==> src/rtl/sonar_scheduler.sv <==
`default_nettype none
// ============================================================================
// Module   : sonar_scheduler
// Brief    : Round-robin TRIG/ECHO scheduler for four ultrasonic sensors with a
//            shared echo-width counter, tagged results and per-sensor near flags.
// Revision : 1.0 - initial release
// ============================================================================
module sonar_scheduler #(
    parameter int TRIG_CYCLES    = 500,
    parameter int TIMEOUT_CYCLES = 1500000,
    parameter int GUARD_CYCLES   = 50000,
    parameter int WIDTH          = 21
) (
    input  logic             SONAR_SCHEDULER_CLOCK_50,
    input  logic             SONAR_SCHEDULER_RESET_InHigh,
    input  logic [3:0]       SONAR_SCHEDULER_ENABLE_InBus,
    input  logic [WIDTH-1:0] SONAR_SCHEDULER_THRESHOLD_InBus,
    input  logic [3:0]       SONAR_SCHEDULER_ECHO_InBus,
    output logic [3:0]       SONAR_SCHEDULER_TRIG_OutBus,
    output logic [WIDTH-1:0] SONAR_SCHEDULER_RESULT_OutBus,
    output logic [1:0]       SONAR_SCHEDULER_RESULTID_OutBus,
    output logic             SONAR_SCHEDULER_RESULTVALID_Out,
    output logic             SONAR_SCHEDULER_TIMEOUT_Out,
    output logic [3:0]       SONAR_SCHEDULER_NEAR_OutBus,
    output logic             SONAR_SCHEDULER_BUSY_Out
);

    localparam int c_MAX_T1  = (TRIG_CYCLES > GUARD_CYCLES) ? TRIG_CYCLES : GUARD_CYCLES;
    localparam int c_MAX_T   = (TIMEOUT_CYCLES > c_MAX_T1) ? TIMEOUT_CYCLES : c_MAX_T1;
    localparam int c_TIMER_W = $clog2(c_MAX_T + 1);

    localparam logic [c_TIMER_W-1:0] c_TRIG_LAST    = c_TIMER_W'(TRIG_CYCLES - 1);
    localparam logic [c_TIMER_W-1:0] c_TIMEOUT_LAST = c_TIMER_W'(TIMEOUT_CYCLES - 1);
    localparam logic [c_TIMER_W-1:0] c_GUARD_LAST   = c_TIMER_W'(GUARD_CYCLES - 1);
    localparam logic [c_TIMER_W-1:0] c_TIMER_ONE    = c_TIMER_W'(1);
    localparam logic [WIDTH-1:0]     c_CNT_ONE      = WIDTH'(1);
    localparam logic [WIDTH-1:0]     c_ALL_ONES     = '1;

    typedef enum logic [2:0] {
        ST_IDLE      = 3'd0,
        ST_TRIG      = 3'd1,
        ST_WAIT_RISE = 3'd2,
        ST_MEASURE   = 3'd3,
        ST_GUARD     = 3'd4
    } state_t;

    wire clk = SONAR_SCHEDULER_CLOCK_50;
    wire rst = SONAR_SCHEDULER_RESET_InHigh;

    state_t               r_state;
    state_t               w_state_next;
    logic [3:0]           r_echo_meta;
    logic [3:0]           r_echo_sync;
    logic [c_TIMER_W-1:0] r_timer;
    logic [WIDTH-1:0]     r_counter;
    logic [1:0]           r_sel;
    logic [1:0]           r_ptr;
    logic [WIDTH-1:0]     r_result;
    logic [1:0]           r_result_id;
    logic                 r_valid;
    logic                 r_timeout;
    logic [3:0]           r_near;

    logic                 w_echo;
    logic [1:0]           w_next_sel;
    logic                 w_any;
    logic                 w_start;
    logic                 w_timer_clr;
    logic                 w_cnt_clr;
    logic                 w_cnt_load;
    logic                 w_cnt_inc;
    logic                 w_finish;
    logic                 w_finish_to;

    always_ff @(posedge clk or posedge rst) begin
        if (rst) begin
            r_echo_meta <= '0;
            r_echo_sync <= '0;
        end else begin
            r_echo_meta <= SONAR_SCHEDULER_ECHO_InBus;
            r_echo_sync <= r_echo_meta;
        end
    end

    assign w_echo = r_echo_sync[r_sel];

    // Lowest cyclic offset after the pointer wins; the pointer itself is last.
    always_comb begin
        w_next_sel = r_ptr;
        w_any      = |SONAR_SCHEDULER_ENABLE_InBus;
        for (int k = 3; k >= 1; k--) begin
            if (SONAR_SCHEDULER_ENABLE_InBus[r_ptr + 2'(k)]) begin
                w_next_sel = r_ptr + 2'(k);
            end
        end
    end

    always_ff @(posedge clk or posedge rst) begin
        if (rst) begin
            r_state <= ST_IDLE;
        end else begin
            r_state <= w_state_next;
        end
    end

    always_comb begin
        w_state_next = r_state;
        w_start      = 1'b0;
        w_timer_clr  = 1'b0;
        w_cnt_clr    = 1'b0;
        w_cnt_load   = 1'b0;
        w_cnt_inc    = 1'b0;
        w_finish     = 1'b0;
        w_finish_to  = 1'b0;
        case (r_state)
            ST_IDLE: begin
                w_timer_clr = 1'b1;
                if (w_any) begin
                    w_start      = 1'b1;
                    w_state_next = ST_TRIG;
                end
            end
            ST_TRIG: begin
                if (r_timer == c_TRIG_LAST) begin
                    w_timer_clr  = 1'b1;
                    w_cnt_clr    = 1'b1;
                    w_state_next = ST_WAIT_RISE;
                end
            end
            ST_WAIT_RISE: begin
                if (w_echo) begin
                    w_cnt_load   = 1'b1;
                    w_state_next = ST_MEASURE;
                end else if (r_timer == c_TIMEOUT_LAST) begin
                    w_finish     = 1'b1;
                    w_finish_to  = 1'b1;
                    w_timer_clr  = 1'b1;
                    w_state_next = ST_GUARD;
                end
            end
            ST_MEASURE: begin
                // Echo fall is checked first so a fall on the last timer cycle is still a valid width.
                if (!w_echo) begin
                    w_finish     = 1'b1;
                    w_timer_clr  = 1'b1;
                    w_state_next = ST_GUARD;
                end else if (r_timer == c_TIMEOUT_LAST) begin
                    w_finish     = 1'b1;
                    w_finish_to  = 1'b1;
                    w_timer_clr  = 1'b1;
                    w_state_next = ST_GUARD;
                end else begin
                    w_cnt_inc = 1'b1;
                end
            end
            ST_GUARD: begin
                if (r_timer == c_GUARD_LAST) begin
                    w_timer_clr  = 1'b1;
                    w_state_next = ST_IDLE;
                end
            end
            default: begin
                w_timer_clr  = 1'b1;
                w_state_next = ST_IDLE;
            end
        endcase
    end

    always_ff @(posedge clk or posedge rst) begin
        if (rst) begin
            r_timer     <= '0;
            r_counter   <= '0;
            r_sel       <= '0;
            r_ptr       <= 2'd3;
            r_result    <= '0;
            r_result_id <= '0;
            r_valid     <= 1'b0;
            r_timeout   <= 1'b0;
            r_near      <= '0;
        end else begin
            if (w_timer_clr) begin
                r_timer <= '0;
            end else begin
                r_timer <= r_timer + c_TIMER_ONE;
            end

            if (w_start) begin
                r_sel <= w_next_sel;
            end

            if (w_cnt_clr) begin
                r_counter <= '0;
            end else if (w_cnt_load) begin
                r_counter <= c_CNT_ONE;
            end else if (w_cnt_inc && (r_counter != c_ALL_ONES)) begin
                r_counter <= r_counter + c_CNT_ONE;
            end

            r_valid <= w_finish;
            if (w_finish) begin
                r_result      <= w_finish_to ? c_ALL_ONES : r_counter;
                r_result_id   <= r_sel;
                r_timeout     <= w_finish_to;
                r_near[r_sel] <= !w_finish_to && (r_counter < SONAR_SCHEDULER_THRESHOLD_InBus);
                r_ptr         <= r_sel;
            end
        end
    end

    // Trigger decode straight from state so reset cuts a pulse immediately.
    for (genvar i = 0; i < 4; i++) begin : g_trig
        assign SONAR_SCHEDULER_TRIG_OutBus[i] = (r_state == ST_TRIG) && (r_sel == 2'(i));
    end

    assign SONAR_SCHEDULER_RESULT_OutBus   = r_result;
    assign SONAR_SCHEDULER_RESULTID_OutBus = r_result_id;
    assign SONAR_SCHEDULER_RESULTVALID_Out = r_valid;
    assign SONAR_SCHEDULER_TIMEOUT_Out     = r_timeout;
    assign SONAR_SCHEDULER_NEAR_OutBus     = r_near & SONAR_SCHEDULER_ENABLE_InBus;
    assign SONAR_SCHEDULER_BUSY_Out        = (r_state != ST_IDLE);

endmodule
`default_nettype wire

==> config.mk <==
export PLATFORM = sky130hd
export DESIGN_NAME = sonar_scheduler
export DESIGN_NICKNAME = d
export VERILOG_FILES = /design/src/rtl/sonar_scheduler.sv
export SDC_FILE = /design/constraint.sdc
export NUM_CORES = 1
export LEC_CHECK = 0
export ABC_AREA = 0
export CAP_MARGIN = 25
export CORE_MARGIN = 5
export CORE_UTILIZATION = 55
export CTS_CLUSTER_SIZE = 25
export DETAILED_ROUTE_END_ITERATION = 8
export GPL_ROUTABILITY_DRIVEN = 0
export PLACE_DENSITY = 0.8
export SLEW_MARGIN = 20
export SYNTH_ARGS = -nofsm -noshare
export SYNTH_HDL_FRONTEND = slang
export SYNTH_SLANG_ARGS = --single-unit
==> constraint.sdc <==
create_clock -name SONAR_SCHEDULER_CLOCK_50 -period 5.8 [get_ports SONAR_SCHEDULER_CLOCK_50]
set_input_delay 0.58 -clock SONAR_SCHEDULER_CLOCK_50 [delete_from_list [all_inputs] [get_ports SONAR_SCHEDULER_CLOCK_50]]
set_output_delay 0.58 -clock SONAR_SCHEDULER_CLOCK_50 [all_outputs]
set_load 0.05 [all_outputs]
# Word level (Yosys, flattened, before mapping)
# Cells that the tools add are included.
classes:
  bitwise: 1
  add_sub_neg: 5
  mux: 43
  reduce_logical: 14
  eq_ne: 14
  magnitude_cmp: 6
  n_shift: 0
  n_mul: 0
  div: 0
ops:
  columns: ["operator", "n"]
  rows:
  - ["$mux W21", 5]
  - ["$add A21 B1 Y21 const B", 2]
  - ["$eq A21 B16 Y1 const B", 1]
  - ["$eq A21 B21 Y1 const B", 1]
  - ["$eq A21 B9 Y1 const B", 1]
  - ["$lt A21 B21 Y1", 1]
  - ["$ne A21 B21 Y1 const B", 1]
  - ["$mux W1", 19]
  - ["$mux W3", 6]
  - ["$pmux W3 S5", 1]
  - ["$lt A2 B3 Y1 const B", 4]
  - ["$bmux W1 S2", 4]
  - ["$logic_and A1 B1 Y1", 7]
  - ["$eq A3 B2 Y1 const B", 2]
  - ["$mux W2", 3]
  - ["$ne A2 B2 Y1 const B", 3]
  - ["$reduce_bool A3 Y1", 2]
  - ["$add A2 B2 Y2 const B", 2]
  - ["$and A4 B4 Y4", 1]
  - ["$bwmux W4", 1]
  - ["$eq A2 B2 Y1 const B", 2]
  - ["$pmux W1 S2", 2]
  - ["$pmux W1 S4", 1]
  - ["$reduce_or A4 Y1", 1]
  - ["10 further kinds", 10]
totals:
  word_cells: 95
  rom_bits: 0
  reg_bits: 86
  out_inout_bits: 34
  latchBits: 0
  mem_count: 0
  in_bits: 31
  mem_bits_rw: 0

# Depth between registers and ports, before layout
# Gate-level depths: netlist of the first run.
logic_depth:
  word_depth: 8
  mapped_depth: 9
  mapped_depth_nobuf: 8

# Least setup slack after synthesis of the first run
# No wires, ideal clock.
synth_path:
  path_kind: "flip-flop to output port"
  from: "register r_state[0]"
  to: "output SONAR_SCHEDULER_TRIG_OutBus[1]"
  arrival_time_ps: 1940
  n_path_buf: 1
  path_slack_ps: 3280
  t_required_ps: 5220
  path_stages_with_launch: 4
  cell_sequence: "dfrtp_1 -> clkbuf_1 -> nand2_1 -> nor3b_1"
synth_between:
  elab_chain_cells: 2
synth_rtl:
  columns: ["element", "line_no", "text"]
  rows:
  - ["from (decl)", "50", "state_t r_state;"]
  - ["from (signal assigned)", "102", "r_state <= w_state_next;"]
  - ["$eq A3 B1 Y1", "212", "assign SONAR_SCHEDULER_TRIG_OutBus[i] = (r_state == ST_TRIG) && (r_sel == 2'(i));"]
  - ["$logic_and A1 B1 Y1", "212", null]
  - ["to (decl)", "19", "output logic [3:0] SONAR_SCHEDULER_TRIG_OutBus,"]
# No other way between the ends.

# Worst setup path in the final report of the first run
layout_path:
  from: "register r_timer[0]"
  to: "register r_timer[6]"
layout_between:
  elab_chain_cells: 5
  elab_cells_between_ends: 11
  classes_between: "1 x add/sub; 3 x eq/ne; 7 x mux"
layout_rtl:
  columns: ["element", "line_no", "text"]
  rows:
  - ["from (decl)", "54", "logic [c_TIMER_W-1:0] r_timer;"]
  - ["from (signal assigned)", "184", "r_timer <= r_timer + c_TIMER_ONE;"]
  - ["parallel branches: the longest is 4 deep, another holds $add A21 B1 Y21", null, null]
  - ["$mux W21 *", "181", "if (w_timer_clr) begin"]
# Every way passes the cells marked *.
# A chain may end at the register's enable or synchronous reset.

==> results of run 1 <==
==> metrics by stage <==
stage	cell area, µm²	util [%]	power (W)
finish	5450	66.9	0.00120
CTS	5430	66.8	0.00121
detailed placement	5250	64.6	0.000821
floorplan	4560	-	0.000764
global placement	5250	64.6	0.000815
global route	5450	66.9	0.00126
==> registers in the layout, indices dropped and copies added, names as in the netlist <==
signal                           count
r_state                              3
r_counter                           21
SONAR_SCHEDULER_RESULTVALID_Out      1
SONAR_SCHEDULER_RESULT_OutBus       21
r_near                               4
r_echo_sync                          4
SONAR_SCHEDULER_TIMEOUT_Out          1
r_ptr                                2
r_echo_meta                          4
SONAR_SCHEDULER_RESULTID_OutBus      2
r_sel                                2
r_timer                             21
==> layout make-up <==
cell class                      count  area [µm²]
Clock inverter                      7        56.3
Tap cell                          105         131
Inverter                           32         121
Timing Repair Buffer               66         659
Multi-Input combinational cell    331        2200
Sequential cell                    86        2150
Clock buffer                        9         124
Fill cell                         652        2690
==> cells by family after synthesis <==
kind of cell,count (synthesis)
xor gates and xnor gates,31
adders and majority gates,22
DFF,86
AOI/OAI and AO/OA,74
muxes,10
and+or+nand+nor,194
buffers and inverters,50
==> power groups by stage <==
stage	clock (W)	sequential, W	combinational [W]
after floorplan	0	0.000654	0.000109
final	0.000391	0.000658	0.000151
after CTS	0.000397	0.000658	0.000153
after detailed placement	0	0.000670	0.000152
after global routing	0.000425	0.000664	0.000168
after global placement	0	0.000667	0.000148
==> cells in the mapped netlist (4+ instances only) <==
library cell,instances,area [µm²]
nor2b_1,4,25.0
ha_1,22,275
and3_1,6,37.5
o21ai_0,8,40.0
dfrtp_1,84,2100
xor2_1,23,201
nor4_1,7,43.8
nor3_1,10,50.1
mux2i_1,5,50.1
nand3_1,25,125
nand4_1,16,100
and2_1,5,31.3
nand2_1,36,135
o22a_1,22,193
a21oi_1,19,95.1
or3_1,4,25.0
buf_2,10,50.1
xnor2_1,8,70.1
inv_1,32,120
clkbuf_1,6,22.5
mux2_1,4,45.0
nor2_1,56,210
o21ai_1,4,20.0
and4_1,6,52.6
==> worst paths after layout <==
path	slack (ps)	startpoint	endpoint
max in group asynchronous	4560	SONAR_SCHEDULER_RESET_InHigh	r_near[1]
hold / removal	350	r_echo_meta[1]	r_echo_sync[1]
min in group asynchronous	760	SONAR_SCHEDULER_RESET_InHigh	SONAR_SCHEDULER_RESULT_OutBus[1]
hold reg to reg	350	r_echo_meta[1]	r_echo_sync[1]
setup reg to reg	2750	r_timer[0]	r_timer[6]
setup / recovery	2750	r_timer[0]	r_timer[6]
==> per-layer routing <==
layer	global-route usage (%)	vias to the layer above	wire length (µm)
li1	-	1765	-
met1	27.1	1819	4330
met2	36.8	96	5160
met3	2.77	16	512
met4	7.46	0	191
met5	0	-	0
==> critical path, delay by kind of cell, from the launching register on <==
family	cells	cell delay, ps
flops	1	390
fa+ha+maj	1	220
compound gates	2	1210
simple gates	4	1100
==> results.md, run 1 <==
* Leakage at between 2 and 2.5 nW
* Seq pwr share at roughly 55%
* Total track usage at 21.2%
* Post-Syn Instances at around 470
* Vias at ~3.7k
* Pwr dens at between 200 and 250 nW/µm²
* Post-synthesis net count at 520
* Post-route insts no fill at 636
* Internal power at roughly 0.00085 W
* CP cell instances: ha_1, nand3_1, nor4_1, nand3_2, o21ai_4, a31o_2, nor2_1
* Fin crit period at 3050 ps
* Worst-Margin Slew at 889 ps
* RSZ-0062 raised after global routing: false
* Router iterations before antenna repair at 4
* Global-route wire length before repair at roughly 18000 µm
* Worst slew margin at about two fifths
* Simple-Gate Fraction of Synth Area at 22.2%
* Hold-fix buffers, CTS at 0
* Ant. Diodes at 0
* Post-synthesis sequential area ratio at between 40% and 50%
* DRC viols at 0
* Core Area at ~8000 µm²
* Final setup violation count at 0
* Post-synth EDFFs at 0
* Clock group share of total power at about a third
* Mux contribution to synthesized area at between 2 and 2.5%
* Net Sw Power at between 0.0003 and 0.0004 W
* Fin. max-slew vios at 0
* Syn_area_per_cell at between 9 and 10 µm²
* Top FF cell, synth: dfrtp_1
* Drt wl/cell at ~16 µm
* Hold path depth at 0
* H-tree depth at 3
* Cell area after synthesis at ~4600 µm²
* Dpl hpwl at around 7300 µm
* Clock Path Buffers at 2
* Layout cells sized above 1 at ~6%
* Fmax at between 0.3 and 0.4 GHz
* Final ANT Viol Nets at 0
* Post-Synth XOR/XNOR Area at under 10%
* Async set-reset flop share out of synthesis at between 90% and 100%
* Top-level I/O count at 65
* Die Ht at 101 µm
* Port Buffers at 64
* Die area at between 10000 and 15000 µm²
* Crit Path Max Fanout at 34
* Slowest-stage cell, CP: o21ai_4
* Switching share of power at approximately 29%
* WL final at 10200 µm
* Dpl cells at 620
* Number of gates resized after CTS at 0
* Worst VDD drop at between 0.00015 and 0.0002 V
* Pin count of the biggest net entering global routing at 87
* Vias in the first global route at 3771
* P&R area growth vs syn at 19.4%
* Initial Util at 56.1%
* Commonest non-fill, non-tap cell in the layout: dfrtp_1
* Final period util at between 50 and 60%
* Post-CTS setup buffer count at 0
* Critical Path RT at 6030 ps
* Clk Latency, worst-skew pair at ~360 ps
* Vias per cell at just under 6
* Place WS at between 2000 and 3000 ps
* Crit. End Element: register
* Commonest cells after routing, fill and taps aside: dfrtp_1 (84), clkdlybuf4s50_1 (64), nor2_1 (56)
* Post-Synth Adder-Cell Area at between 6 and 7%
* HP Class: register to register
* Complex-gate fraction of the synthesized area at approximately 11%
* Die Span X at between 100 and 150 µm
* Final Net Count at about 580
* Synth Warn # at 0
* Sink Count at between 80 and 90
* Initial antenna violation count at 0
* CP peak stage delay at slightly above 700 ps
* Number of cell rows at 33
* Initial DRC count at between 150 and 200
* Status: finished, final reports clean
* Clk pin slew, worst setup/hold paths at roughly 90 ps
* Data arrival, critical path at around 3300 ps
* Worst Setup Path Type: register to register
* Final clock skew at 11.0 ps
* CP Launch Type: register
* CTS root buffer: clkbuf_8
* Fin Hold WS at 354 ps
* TNS Setup at 0 ps
* CTS tree: done
* GR Overflow Total at 0
* Gate power share at between 10% and 20%
* Number of synthesized register bits at 86
* Max-cap violations at 0
* CTS Buf Count at 9
* Distinct cells, synth at 56
* FF-to-FF path depth at 7
* Final Worst Setup Slack at between 2000 and 3000 ps
* Final Hold Viols at 0
* Main combinational cell family by area after synthesis: simple AND/OR/NAND/NOR gates
(Power assumes the default switching activity.)
==> run 2: changes to the inputs <==
==> constraint.sdc (replaced) <==
create_clock -name SONAR_SCHEDULER_CLOCK_50 -period 2.9 [get_ports SONAR_SCHEDULER_CLOCK_50]
set_input_delay 0.29 -clock SONAR_SCHEDULER_CLOCK_50 [delete_from_list [all_inputs] [get_ports SONAR_SCHEDULER_CLOCK_50]]
set_output_delay 0.29 -clock SONAR_SCHEDULER_CLOCK_50 [all_outputs]
set_load 0.05 [all_outputs]
==> run 2 against run 1 <==
Net effect:
- worst setup slack worse by 2400 ps
- die area unchanged
- cell count is 0.94% higher
- largest power group unchanged
- clock power grew 120%
- sequential power up 100%
- flip-flop and latch count stayed put
- global-route usage grew 0.25 points
- non-clock buffer count is 6 higher
- count of clock-buffer cells in the layout up 1
- combinational power rose by 110%
- sequential share of layout area fell by 0.53 points
- worst hold slack worse by 9.6 ps
==> results.md, run 2 (synthesized netlist as in run 1, its figures left out) <==
* Status: finished, final reports clean
* Fillers at 647 (-0.77%)
* Initial Util at 56.1% (unchanged)
* Hold-fix buffers, CTS at 0 (unchanged)
* Clock Path Buffers at 2 (unchanged)
* Crit Path Max Fanout at 17 (-50%)
* Die Ht at 101 µm (unchanged)
* Layout cells sized above 1 at 7.08% (+1.0 points)
* Dpl hpwl at 7570 µm (+3.6%)
* Initial DRC count at 244 (+62%)
* Global-route wire length before repair at 17600 µm (+0.71%)
* CP Launch Type: register
* Fin. max-slew vios at 0 (unchanged)
* TNS Setup at 0 ps (unchanged)
* Sink Count at 86 (unchanged)
* Clk pin slew, worst setup/hold paths at 90 ps (about the same)
* Number of gates resized after CTS at 0 (unchanged)
* Vias in the first global route at 3784 (+0.34%)
* Clock group share of total power at 35.0% (+2.4 points)
* Top-level I/O count at 65 (unchanged)
* Worst VDD drop at 0.000412 V (+150%)
* CTS Buf Count at 9 (unchanged)
* Post-route insts no fill at 642 (+0.94%)
* WL final at 10500 µm (+3.4%)
* Fin crit period at 2510 ps (-541 ps)
* Commonest cells after routing, fill and taps aside: dfrtp_1 (84), clkdlybuf4s50_1 (64), nor2_1 (56)
* Max-cap violations at 0 (unchanged)
* Fmax at 0.398 GHz (+22%)
* Final Worst Setup Slack at 387 ps (-2360 ps)
* Core Area at 8130 µm² (unchanged)
* Final Net Count at 585 (+1.0%)
* Final setup violation count at 0 (unchanged)
* Worst Setup Path Type: register to register
* Router iterations before antenna repair at 5 (+1)
* Final Hold Viols at 0 (unchanged)
* Final period util at 86.6% (+34 points)
* Die area at 10200 µm² (unchanged)
* Pwr dens at 454 nW/µm² (+110%)
* Place WS at 334 ps (-2350 ps)
* CP Launch Point: r_timer[11]
* Worst reg2reg path startpoint: r_timer[11]
* Post-CTS setup buffer count at 0 (unchanged)
* Total track usage at 21.5% (+0.25 points)
* HP Class: input port to asynchronous set/reset pin
* Final ANT Viol Nets at 0 (unchanged)
* Worst slew margin at 56.6% (+16 points)
* P&R area growth vs syn at 21.0%
* Port Buffers at 64 (unchanged)
* Drt wl/cell at 16.4 µm (+2.4%)
* FF-to-FF path depth at 7 (unchanged)
* Total power at 0.00250 W (+110%)
* Worst-Margin Slew at 650 ps (-239 ps)
* Gate power share at 12.4% (-0.2 points)
* Leakage at 2.48 nW (+2.1%)
* DRC viols at 0 (unchanged)
* RSZ-0062 raised after global routing: false
* Dpl cells at 626 (+0.97%)
* Data arrival, critical path at 2760 ps (-520 ps)
* Commonest non-fill, non-tap cell in the layout: dfrtp_1
* Ant. Diodes at 0 (unchanged)
* Crit. End Element: register
* GR Overflow Total at 0 (unchanged)
* H-tree depth at 3 (unchanged)
* Vias at 3731 (+0.95%)
* Switching share of power at 27.6% (-1.3 points)
* Critical Path RT at 3150 ps (-2880 ps)
* Number of cell rows at 33 (unchanged)
* Seq pwr share at 52.6% (-2.2 points)
* Vias per cell at 5.81 (about the same)
* Initial antenna violation count at 0 (unchanged)
* CTS root buffer: clkbuf_8
* Clk Latency, worst-skew pair at 360 ps (about the same)
* Net Sw Power at 0.000692 W (+99%)
* Internal power at 0.00181 W (+110%)
* CTS tree: done
* Final clock skew at 11.9 ps (+0.928 ps)
* Pin count of the biggest net entering global routing at 87 (unchanged)
* Die Span X at 101 µm (unchanged)
## run 2: cell types whose count changed in the layout (fill, tap and decap cells not counted), sizes merged
cell,previous run,this run
buf,2,8
inv,34,32
bufinv,0,1
clkbuf,9,10
clkinv,4,5
clkinvlp,1,0
## run 2: power by group through the flow
stage	sequential, W	clock, W	combinational [W]
final	0.00132	0.000876	0.000310
after global routing	0.00133	0.000949	0.000344
after CTS	0.00132	0.000889	0.000314
after detailed placement	0.00134	0	0.000308
after global placement	0.00134	0	0.000301
after floorplan	0.00131	0	0.000219
## run 2: path summary, 6_finish.rpt
path                                                                 to  slack (ps)
max                                                           r_near[0]         390
min                                    SONAR_SCHEDULER_RESULT_OutBus[3]         340
max reg2reg                                                   r_near[0]         390
min reg2reg                                              r_echo_sync[3]         350
max in group asynchronous                                      r_ptr[0]        2200
min in group SONAR_SCHEDULER_CLOCK_50                    r_echo_sync[3]         350
## run 2: metrics by stage
stage / util (%) / instance area, µm² / hold WS, ps
after floorplan: - / 4560 / 321
after global placement: 65.3 / 5310 / 335
after detailed placement: 65.3 / 5310 / 335
after CTS: 67.9 / 5520 / 354
after global routing: 67.9 / 5520 / 345
final: 67.9 / 5520 / 344
## run 2: final cells by class
| class | count | area, µm² | area share (%) |
|---|---|---|---|
| Clock buffer | 10 | 138 | 2.49 |
| Sequential cell | 86 | 2150 | 39.0 |
| Multi-Input combinational cell | 331 | 2190 | 39.7 |
| Inverter | 32 | 121 | 2.20 |
| Clock inverter | 6 | 70.1 | 1.27 |
| Tap cell | 105 | 131 | 2.38 |
| Timing Repair Buffer | 72 | 713 | 12.9 |
## run 2: metal layers
layer  routed length (µm)  share of wire, %  global-route usage, %  vias up
met1                 4480                43                   27.4     1818
met5                    0                 0                      0        -
li1                     -                 -                      -     1784
met4                  137               1.3                   5.32        0
met3                  562               5.3                   4.91       12
met2                 5360                51                   36.9      117
## run 2: critical path, cell delays in order, from the launching register on
cell and delay, ps:
dfrtp_1 430, or4_4 580, nor4b_4 380, nand3_2 160, o21ai_4 220, buf_4 250, nand2_1 80, mux2_1 310
==> run 3: changes to the inputs <==
--- a/config.mk
+++ b/config.mk
@@ -7,11 +7,9 @@
 export LEC_CHECK = 0
 export ABC_AREA = 0
 export CAP_MARGIN = 25
-export CORE_MARGIN = 5
 export CORE_UTILIZATION = 55
 export CTS_CLUSTER_SIZE = 25
 export DETAILED_ROUTE_END_ITERATION = 8
-export GPL_ROUTABILITY_DRIVEN = 0
 export PLACE_DENSITY = 0.8
 export SLEW_MARGIN = 20
 export SYNTH_ARGS = -nofsm -noshare
==> run 3 against run 2 <==
Net effect:
- worst setup slack worse by 9.3 ps
- global-route usage up 4.2 points
- flip-flop and latch count is the same
- die area fell by 15%
- register-to-register slack barely moved
- final area rose by 0.73%
- sequential share of layout area down 0.28 points
- worst hold slack lost 96 ps
- core utilization increased by 2.6 points
- via count up 0.16%
==> results.md, run 3 (synthesized netlist as in run 1, its figures left out) <==
* Final Hold Viols at 0 (unchanged)
* Number of cell rows at 32 (-3.0%)
* Data arrival, critical path at 2750 ps (about the same)
* Post-CTS setup buffer count at 0 (unchanged)
* DRC viols at 0 (unchanged)
* Final Core Density at 70.5% (+2.6 points)
* H-tree depth at 3 (unchanged)
* Top-level I/O count at 65 (unchanged)
* RSZ-0062 raised after global routing: false
* Vias at 3737 (+0.16%)
* Drt wl/cell at 16.1 µm (-2.1%)
* Fillers at 606 (-6.3%)
* Initial DRC count at 150 (-39%)
* Final Worst Setup Slack at 378 ps (-9.29 ps)
* Clock Path Buffers at 2 (unchanged)
* Vias per cell at 5.83 (+0.32%)
* Leakage at 2.51 nW (+0.93%)
* Initial Util at 57.8% (+1.8 points)
* CTS tree: done
* Max-cap violations at 0 (unchanged)
* Commonest cells after routing, fill and taps aside: dfrtp_1 (84), clkdlybuf4s50_1 (64), nor2_1 (56)
* Final ANT Viol Nets at 0 (unchanged)
* Final Net Count at 587 (+0.34%)
* Die Span X at 93.1 µm (-7.9%)
* Fin. max-slew vios at 0 (unchanged)
* Number of gates resized after CTS at 0 (unchanged)
* GR Overflow Total at 0 (unchanged)
* Global-route wire length before repair at 17300 µm (-1.7%)
* CTS Buf Count at 9 (unchanged)
* Port Buffers at 64 (unchanged)
* Clk Latency, worst-skew pair at 370 ps (about the same)
* Final period util at 87.0% (+0.32 points)
* Worst VDD drop at 0.000455 V (+11%)
* TNS Setup at 0 ps (unchanged)
* Clk pin slew, worst setup/hold paths at 100 ps (about the same)
* Fin Hold WS at 248 ps (-96.2 ps)
* Core Area at 7890 µm² (-3.0%)
* Worst-Margin Slew at 594 ps (-55.9 ps)
* Final GP Congestion at about 0.9
* Top delay family on crit path: simple AND/OR/NAND/NOR gates
* Dpl hpwl at 7540 µm (-0.38%)
* Place WS at 320 ps (-14.4 ps)
* Router iterations before antenna repair at 5 (unchanged)
* Hold-fix buffers, CTS at 0 (unchanged)
* Crit Path Max Fanout at 21 (+4)
* Crit. End Element: register
* CP Launch Type: register
* Final clock skew at 13.5 ps (+1.60 ps)
* Buffers & Inverters on Critical Path at 0 (-1)
* Pin count of the biggest net entering global routing at 31 (-64%)
* Final setup violation count at 0 (unchanged)
* CTS root buffer: clkbuf_8
* Critical Path RT at 3130 ps (-20 ps)
* Die area at 8660 µm² (-15%)
* Commonest non-fill, non-tap cell in the layout: dfrtp_1
* Setup slack, reg-to-reg at 380 ps (about the same)
* Die Ht at 93.1 µm (-7.9%)
* Ant. Diodes at 0 (unchanged)
* Initial antenna violation count at 0 (unchanged)
* Worst Setup Path Type: register to register
* P&R area growth vs syn at 21.9%
* Slowest-stage cell, CP: or4_4
* CP peak stage delay at 580 ps (about the same)
* Worst slew margin at 60.0% (+3.4 points)
* Total track usage at 25.6% (+4.2 points)
* Fmax at 0.396 GHz (-0.37%)
* Vias in the first global route at 3683 (-2.7%)
* CP cell instances: or4_4, nor4b_4, nand3_2, o21ai_4, a31o_2, nor2_1
* Sink Count at 86 (unchanged)
* WL final at 10300 µm (-2.3%)
* Layout cells sized above 1 at 7.42% (+0.34 points)
* HP Class: input port to asynchronous set/reset pin
* Status: finished, final reports clean
* Fin crit period at 2520 ps (+9.29 ps)
* Pwr dens at 480 nW/µm² (+5.7%)
## run 3: layout make-up
class | instances | area (µm²) | area share, %
inverters | 32 | 121 | 2.18
clock inverters | 7 | 125 | 2.25
flip-flops and latches | 86 | 2150 | 38.8
well taps | 102 | 128 | 2.30
repair buffers | 74 | 716 | 12.9
multi-input cells | 331 | 2190 | 39.4
clock buffers | 9 | 124 | 2.23
## run 3: path summary, 6_finish.rpt
check / from / end / cells after the start
hold reg to reg: r_echo_meta[3] / r_echo_sync[3] / 0
setup / recovery: r_timer[11] / r_timer[2] / 6
min in group SONAR_SCHEDULER_CLOCK_50: r_echo_meta[3] / r_echo_sync[3] / 0
max in group asynchronous: SONAR_SCHEDULER_RESET_InHigh / r_ptr[0] / 3
setup reg to reg: r_timer[11] / r_timer[2] / 6
hold / removal: SONAR_SCHEDULER_RESET_InHigh / SONAR_SCHEDULER_RESULT_OutBus[1] / 2
## run 3: worst reg2reg max path, stage by stage, from the launching register on
cell and delay [ps]:
dfrtp_1 440, or4_4 590, nor4b_4 380, nand3_2 140, o21ai_4 290, a31o_2 450
nor2_1 110
## run 3: per-layer routing
metal	routed length, µm	vias up	track usage [%]	part of all wire, %
met5	0	-	0	0
met4	188	0	10.1	1.8
met3	464	16	3.74	4.5
met2	5180	106	43.6	50
met1	4470	1823	33.0	43
li1	-	1792	-	-
## run 3: report_power, final
part | switching [W] | total, W | leakage, nW | internal [W]
registers | 0.0000694 | 0.00132 | 1.14 | 0.00125
logic | 0.000169 | 0.000308 | 1.25 | 0.000138
clock network | 0.000461 | 0.00104 | 0.125 | 0.000583
total | 0.000700 | 0.00267 | 2.51 | 0.00197
## run 3: metrics by stage
stage          instance area, µm²  total power [W]  instances
2_1_floorplan                4560          0.00153        467
3_3_place_gp                 5310          0.00163        625
3_5_place_dp                 5310          0.00165        625
4_1_cts                      5560          0.00268        641
5_1_grt                      5560          0.00277        641
6_report                     5560          0.00267        641
